$ cat src/rtl/sys_ctrl_pkg.sv
// Shared types and constants for the sys_ctrl command sequencer and the sys datapath.
package sys_ctrl_pkg;

    localparam int ADDR_W = 5;
    localparam int DATA_W = 32;
    localparam int OP_W   = 2;

    localparam logic [OP_W-1:0] ADD    = 2'b00;
    localparam logic [OP_W-1:0] SUB    = 2'b01;
    localparam logic [OP_W-1:0] SHIFTL = 2'b10;
    localparam logic [OP_W-1:0] SHIFTR = 2'b11;

    typedef enum logic [2:0] {
        IDLE,
        LOAD,
        READ,
        EXEC,
        CAPT,
        WB
    } state_t;

endpackage

$ cat src/rtl/sys_ctrl.sv
// Command sequencer driving the sys datapath through its read/execute latency.
// Optional completed-command counter op_count is enabled with SYS_CTRL_STATS_EN.
module sys_ctrl
    import sys_ctrl_pkg::*;
#(
    parameter int CNT_W = 16
) (
    input  logic              clock,
    input  logic              reset,
    input  logic              cmd_valid,
    output logic              cmd_ready,
    input  logic              cmd_load,
    input  logic [OP_W-1:0]   cmd_op,
    input  logic [ADDR_W-1:0] cmd_a1,
    input  logic [ADDR_W-1:0] cmd_a2,
    input  logic [ADDR_W-1:0] cmd_a3,
    input  logic              cmd_wb,
    input  logic [DATA_W-1:0] cmd_imm,
    output logic              wenable,
    output logic [OP_W-1:0]   opcode,
    output logic [ADDR_W-1:0] address1,
    output logic [ADDR_W-1:0] address2,
    output logic [ADDR_W-1:0] address3,
    output logic [DATA_W-1:0] inpmain,
    input  logic [DATA_W-1:0] result,
    output logic              rsp_valid,
    output logic [DATA_W-1:0] rsp_data,
    output logic              busy
`ifdef SYS_CTRL_STATS_EN
    ,
    output logic [CNT_W-1:0]  op_count
`endif
);

    if (CNT_W < 1) begin : g_bad_cnt_w
        $error("sys_ctrl: CNT_W must be at least 1");
    end

    state_t state_reg, state_next;

    logic              accept;
    logic              rd_phase;
    logic              wr_phase;
    logic [DATA_W-1:0] wr_data;

    // Command fields captured at accept.
    logic [OP_W-1:0]   op_reg;
    logic [ADDR_W-1:0] a1_reg, a2_reg, a3_reg;
    logic              wb_reg;
    logic [DATA_W-1:0] imm_reg;
    logic [DATA_W-1:0] res_reg;

    // Last values driven to the datapath, replayed while the phase that owns them is inactive.
    logic [OP_W-1:0]   op_hold_reg;
    logic [ADDR_W-1:0] a1_hold_reg, a2_hold_reg, a3_hold_reg;
    logic [DATA_W-1:0] din_hold_reg;

    assign cmd_ready = (state_reg == IDLE) && !reset;
    assign accept    = cmd_valid && cmd_ready;
    assign busy      = (state_reg != IDLE);

    always_comb begin
        state_next = state_reg;
        case (state_reg)
            IDLE:    if (accept) state_next = cmd_load ? LOAD : READ;
            LOAD:    state_next = IDLE;
            READ:    state_next = EXEC;
            EXEC:    state_next = CAPT;
            CAPT:    state_next = wb_reg ? WB : IDLE;
            WB:      state_next = IDLE;
            default: state_next = IDLE;
        endcase
    end

    assign rd_phase = (state_reg == READ) || (state_reg == EXEC) || (state_reg == CAPT);
    assign wr_phase = (state_reg == LOAD) || (state_reg == WB);
    assign wr_data  = (state_reg == LOAD) ? imm_reg : res_reg;

    assign wenable   = wr_phase && !reset;
    assign opcode    = rd_phase ? op_reg  : op_hold_reg;
    assign address1  = rd_phase ? a1_reg  : a1_hold_reg;
    assign address2  = rd_phase ? a2_reg  : a2_hold_reg;
    assign address3  = wr_phase ? a3_reg  : a3_hold_reg;
    assign inpmain   = wr_phase ? wr_data : din_hold_reg;

    // The datapath result is already registered, so it is shown directly during the pulse.
    assign rsp_valid = (state_reg == CAPT) && !reset;
    assign rsp_data  = (state_reg == CAPT) ? result : res_reg;

    always_ff @(posedge clock) begin
        if (reset) begin
            state_reg    <= IDLE;
            op_reg       <= '0;
            a1_reg       <= '0;
            a2_reg       <= '0;
            a3_reg       <= '0;
            wb_reg       <= 1'b0;
            imm_reg      <= '0;
            res_reg      <= '0;
            op_hold_reg  <= '0;
            a1_hold_reg  <= '0;
            a2_hold_reg  <= '0;
            a3_hold_reg  <= '0;
            din_hold_reg <= '0;
        end else begin
            state_reg <= state_next;
            if (accept) begin
                op_reg  <= cmd_op;
                a1_reg  <= cmd_a1;
                a2_reg  <= cmd_a2;
                a3_reg  <= cmd_a3;
                wb_reg  <= cmd_wb;
                imm_reg <= cmd_imm;
            end
            if (state_reg == CAPT) begin
                res_reg <= result;
            end
            if (rd_phase) begin
                op_hold_reg <= op_reg;
                a1_hold_reg <= a1_reg;
                a2_hold_reg <= a2_reg;
            end
            if (wr_phase) begin
                a3_hold_reg  <= a3_reg;
                din_hold_reg <= wr_data;
            end
        end
    end

`ifdef SYS_CTRL_STATS_EN
    logic [CNT_W-1:0] cnt_reg;

    // A command completes at the end of LOAD, or at the end of CAPT for ALU commands.
    always_ff @(posedge clock) begin
        if (reset) begin
            cnt_reg <= '0;
        end else if (((state_reg == LOAD) || (state_reg == CAPT)) && (cnt_reg != '1)) begin
            cnt_reg <= cnt_reg + CNT_W'(1);
        end
    end

    assign op_count = cnt_reg;
`endif

endmodule

$ cat config.mk
export PLATFORM = sky130hd
export DESIGN_NAME = sys_ctrl
export DESIGN_NICKNAME = d
export VERILOG_FILES = /design/src/rtl/sys_ctrl_pkg.sv /design/src/rtl/sys_ctrl.sv
export SDC_FILE = /design/constraint.sdc
export NUM_CORES = 1
export LEC_CHECK = 0
export BUFFER_PORTS_ARGS = -buffer_cell sky130_fd_sc_hd__buf_2
export CORE_MARGIN = 2
export CORE_UTILIZATION = 51
export CTS_CLUSTER_DIAMETER = 60
export CTS_CLUSTER_SIZE = 20
export DETAILED_ROUTE_END_ITERATION = 10
export PLACE_DENSITY = 0.8
export SLEW_MARGIN = 20
export SYNTH_ARGS = -nofsm -noshare
export SYNTH_HDL_FRONTEND = slang
export SYNTH_SLANG_ARGS = --single-unit
$ cat constraint.sdc
create_clock -name clock -period 1.85 [get_ports clock]
set_input_delay 0.2775 -clock clock [delete_from_list [all_inputs] [get_ports clock]]
set_output_delay 0.2775 -clock clock [all_outputs]
set_load 0.01 [all_outputs]
==> impl_metrics.tcl, run 1 <==
set metrics [dict create \
    gp_congestion 0.7998 \
    holdPathStages 3 \
    critPathMostFrequentCell "buf_12" \
    syn-num-nets 615 \
    netlist_area_um2 5433 \
    crit_start "state_reg[2]" \
    syn_area_per_cell_um2 10.27 \
    maxSlewViolCount 0 \
    multi_input_area_um2 2979 \
    crit_chain "nor3b_4 -> buf_12 -> a21oi_4 -> buf_12 -> mux2_4 -> buf_6" \
    r2r_slack_ps 20 \
    clock_latency_ps 540 \
    first_pass_iters 5 \
    yosys.area.top_type "dfxtp_1" \
    std_cell_rows 37 \
    max_cap_violations 0 \
    setup_ws_ps -447.6 \
    io_pins 171 \
    endpoint "opcode[1]" \
    cts-buffers-inserted 17 \
    fmax_mhz 435.2 \
    irDropWorstVdd_mv 0.8089 \
    path_max_fanout 6 \
    rr_worst_depth 9 \
    critPathCaptureType "primary output" \
    status "complete, but fails checks" \
    required_ps 1570 \
    synth_async_sr_flop_share_pct 0 \
    track_usage_pct 28.44 \
    io_buffers 170 \
    period_needed_ps 2298 \
    rsz0062_at_grt "yes" \
    critPathSlowestCell "dfxtp_2" \
    drt_iter0_drc 248 \
    layout.nets 866 \
    maxSlewHeadroom_pct 74.87 \
    yosys.area_share.simple_pct 15.34 \
    cts.clk_slew.worst_paths_ps 60 \
    die_w_um 107.2 \
    synth_top_family_by_area "multiplexers" \
    power_mw 7.165 \
    violations "setup timing" \
    detailedPlacementHpwl_mm 8.977 \
    p_per_area_nw_per_um2 821.6 \
    synthMuxAreaShare_pct 19.55 \
    arrival_ps 2020 \
    synth_flop_cell "dfxtp_1" \
    cts_tree "built" \
    ys_ff_latch 134 \
    grt_max_degree 51 \
    yosys_warnings 0 \
    gr-total-overflow 0 \
    die_y_um 107.2 \
    crit_buf_inv 3 \
    drc 0 \
    synth-compound-area-share_pct 11.75 \
    r2r_start "state_reg[2]" \
    antenna_found_initial 1 \
    grt_pass1_wl_mm 24.99 \
    cts_root_buf "clkbuf_8" \
    regToRegEndpoint "a3_reg[0]" \
    synth-xor-area-share_pct 0 \
    dp_worst_setup_slack_ps 124.4 \
    max_stage_delay_ps 330 \
    synth_edf_count 0 \
    fill_cells 523 \
    wl_per_cell_um 20.02 \
    p_leak_nw 4.243 \
    yosysSeqAreaShare_pct 49.38 \
    synth_top_area_share_pct 49.38 \
    yosysMostFrequentCell "dfxtp_1" \
    dieArea_um2 11490 \
    tightestPinTransition_ps 376.9 \
    synth_adder_area_share_pct 0 \
    grt_pass1_vias 5029 \
    cts-htree-levels 4 \
    critPathTopFamily "buffers and inverters" \
    hold_viol_final 0 \
    synth_commonest_cells "134 x dfxtp_1, 97 x nand2_1, 50 x a22o_1" \
    skew_ps 9.677 \
    cp_num_cells 6 \
    hp-class "input port to register" \
    ant_nets 0 \
    start_util_pct 52.62 \
    ctsLongestPathBuffers 2 \
    syn_inst 529 \
    vias_per_cell 5.488 \
    path_class "register to primary output" \
    drive_above_1_share_pct 47.53 \
    fin_crit_sh_pct 124.2 \
    ys_top_cells_by_area "dfxtp_1 49%, mux2_2 9.1%, a22o_1 8.1%" \
    wl_mm 18.58 \
    critPathLaunchType "register" \
    via_count 5093 \
    ys_types 26 \
    final-seq-area_um2 2686 \
    cts.sinks 134 \
    core-area_um2 10320 \
    synthToLayoutAreaGrowth_pct 60.53 \
    setup_viol 84 \
]
[layer usage]
layer / vias to the layer above / wire length, um / global-route usage, % / part of all wire (%)
met3: 58 / 996 / 7.416 / 5.4
li1: 2321 / - / - / -
met4: 0 / 714 / 11.50 / 3.8
met1: 2476 / 7148 / 30.54 / 38
met5: - / 0 / 0 / 0
met2: 238 / 9721 / 52.53 / 52
[kinds of logic (layout without fill, tap and decap cells)]
group	count (synthesis)	in the layout
flip-flops	134	134
other	0	1
multiplexers	93	93
AND/OR/NAND/NOR	170	170
AO/OA/AOI/OAI	88	88
buffers and inverters	44	306
[layout by cell type (no fill, tap or decap), drive strengths merged, types with 25 or more instances in the layout]
master       Yosys  routed
buf             21     221
dfxtp          134     134
nand2           97      97
mux2            81      81
a22o            50      50
dlygate4sd3      0      50
nor2b           39      39
a21oi           36      36
clkbuf          20      28
nand2b          25      25
[report_power, final]
group	switching (mW)	internal [mW]
clock network	1.21	1.88
registers	0.0713	3.00
logic	0.457	0.551
total	1.74	5.43
[repair_timing]
| action | CTS | global route |
|---|---|---|
| setup endpoints to repair | 85 | 135 |
| pin swaps | 2 | 50 |
| buffers inserted | 9 | 24 |
| hold endpoints to repair | 50 | 0 |
| hold buffers | 50 | 0 |
| resized for setup | 71 | 133 |
| gates cloned | 5 | 2 |
[how the worst min path moves through the flow]
stage | from | end | slack [ps]
floorplan | cmd_a1[0] | a1_reg[0] | 400
global placement | din_hold_reg[27] | din_hold_reg[27] | 450
detailed placement | din_hold_reg[26] | din_hold_reg[26] | 450
CTS | cmd_load | state_reg[1] | 70
global route | result[23] | res_reg[23] | 100
finish | result[22] | res_reg[22] | 90
[area by class of cell]
cell class                 instances  share of cell area [%]
multi-input combinational        351                   34.16
sequential                       134                   30.80
timing repair buffer             273                   26.77
clock buffer                      27                   5.983
tap                              136                   1.951
clock inverter                     3                  0.1722
inverter                           3                  0.1291
antenna                            1                 0.02869
[worst register-to-register path, cell delays in order, from the launching register on]
cell and delay [ps]:
dfxtp_2 330, buf_6 130, buf_6 120, buf_16 140
buf_6 110, nor3_4 150, buf_4 160, a21oi_4 60
buf_12 210, a22o_1 310
[metrics by stage]
stage / utilization [%] / cell area [um^2] / hold slack (ps) / std cells / setup TNS (ps)
after floorplan: - / 5433 / 403.2 / 529 / 0
after global placement: 62.72 / 6475 / 446.7 / 812 / 0
after detailed placement: 62.72 / 6475 / 454.2 / 812 / 0
after CTS: 78.28 / 8082 / 70.20 / 905 / -26300
after global routing: 84.47 / 8721 / 102.7 / 928 / -30150
final: 84.47 / 8721 / 88.75 / 928 / -25710
No activity file was read; power rests on OpenSTA's default activity.
==> run 2, diff against run 1 <==
- clock period: 1.85 -> 2.4 ns (I/O delays scaled with it)
==> impl_metrics.tcl, run 2 (synthesized netlist as in run 1, its figures left out) <==
set metrics [dict create \
    hp-class "input port to register" \
    die_w_um 107.2 \
    antenna_found_initial 0 \
    status "finished clean" \
    fin_crit_sh_pct 98.45 \
    max_cap_violations 0 \
    core-area_um2 10320 \
    first_pass_iters 4 \
    track_usage_pct 25.48 \
    place_area_um2 6400 \
    path_class "register to primary output" \
    io_pins 171 \
    path_max_fanout 12 \
    grt_pass1_vias 4529 \
    drt_iter0_drc 190 \
    maxSlewViolCount 0 \
    die_y_um 107.2 \
    irDropWorstVdd_mv 0.4423 \
    grt_pass1_wl_mm 22.43 \
    arrival_ps 2000 \
    critPathCaptureType "primary output" \
    io_buffers 170 \
    skew_ps 5.217 \
    power_mw 5.237 \
    maxSlewHeadroom_pct 59.74 \
    critPathLaunchType "register" \
    drc 0 \
    drive_above_1_share_pct 39.83 \
    gr-total-overflow 0 \
    cts_root_buf "clkbuf_8" \
    start_util_pct 52.62 \
    synthToLayoutAreaGrowth_pct 32.31 \
    rsz0062_at_grt "yes" \
    fmax_mhz 423.2 \
    gp_congestion 0.7899 \
    std_cell_rows 37 \
    clock_latency_ps 540 \
    p_per_area_nw_per_um2 728.6 \
    period_needed_ps 2363 \
    ctsLongestPathBuffers 2 \
    cts-buffers-inserted 17 \
    tightestPinTransition_ps 602.6 \
    cts.clk_slew.worst_paths_ps 60 \
    ant_nets 0 \
    hold_viol_final 0 \
    dieArea_um2 11490 \
    via_count 4477 \
    cts_tree "built" \
    detailedPlacementHpwl_mm 9.186 \
    layout.nets 788 \
    wl_mm 14.49 \
    mostFrequentLayoutCells "169 x buf_2, 131 x dfxtp_1, 97 x nand2_1" \
    required_ps 2040 \
    cts-htree-levels 4 \
    wl_per_cell_um 17.07 \
    fin_area_um2 7188 \
    vias_per_cell 5.273 \
    diodes 0 \
    cts.sinks 134 \
    p_leak_nw 3.602 \
    grt_max_degree 45 \
    final_common_cell "buf_2" \
    setup_viol 0 \
]
[run 2: report_power, final]
group | switching, mW | leakage, nW | internal, mW
registers | 0.0478 | 1.09 | 2.31
logic | 0.261 | 2.25 | 0.256
clock network | 0.893 | 0.265 | 1.47
[run 2: final timing paths]
check,startpoint,endpoint,slack (ps),cells after the start
max,state_reg[2],address1[4],40,6
min,cmd_imm[6],imm_reg[6],30,2
max reg2reg,state_reg[2],op_reg[0],410,6
min reg2reg,din_hold_reg[22],din_hold_reg[22],460,2
[run 2: final cells by class]
cell class	count	area [um^2]
flip-flops and latches	134	2694
well taps	136	170.2
fillers	808	3136
multi-input cells	351	2570
clock buffers	26	488.0
repair buffers	195	1210
inverters	3	11.26
clock inverters	4	45.04
[run 2: timing repair]
| item | in CTS | in global routing |
|---|---|---|
| gates resized for setup | 16 | 6 |
| pin swaps | 1 | 1 |
| gates cloned | 3 | 2 |
| hold buffers | 0 | 0 |
| setup buffers | 5 | 2 |
| endpoints found under the setup margin | 72 | 37 |
[run 2: critical path, cell delays in order (launching register included)]
cell,delay [ps]
dfxtp_4,360
nor3b_4,160
buf_6,140
a21oi_4,150
buf_12,180
mux2_2,340
buf_2,140
[run 2: per-layer routing]
layer,global-route usage [%],up-vias,share of wire [%]
met5,0,-,0
met4,9.833,0,1.9
met3,7.660,22,6.5
met2,42.41,152,49
met1,30.88,2131,43
li1,-,2172,-
[run 2: per-stage QoR]
stage	std cells	setup TNS, ps	setup slack, ps	utilization [%]	hold slack (ps)
3_3_place_gp	807	0	406.8	61.99	446.7
3_5_place_dp	807	0	315.2	61.99	452.2
6_report	849	0	37.17	69.63	30.01
5_1_grt	849	-23.66	-12.40	69.63	22.80
2_1_floorplan	529	0	627.4	-	439.7
4_1_cts	845	0	21.94	68.83	24.01
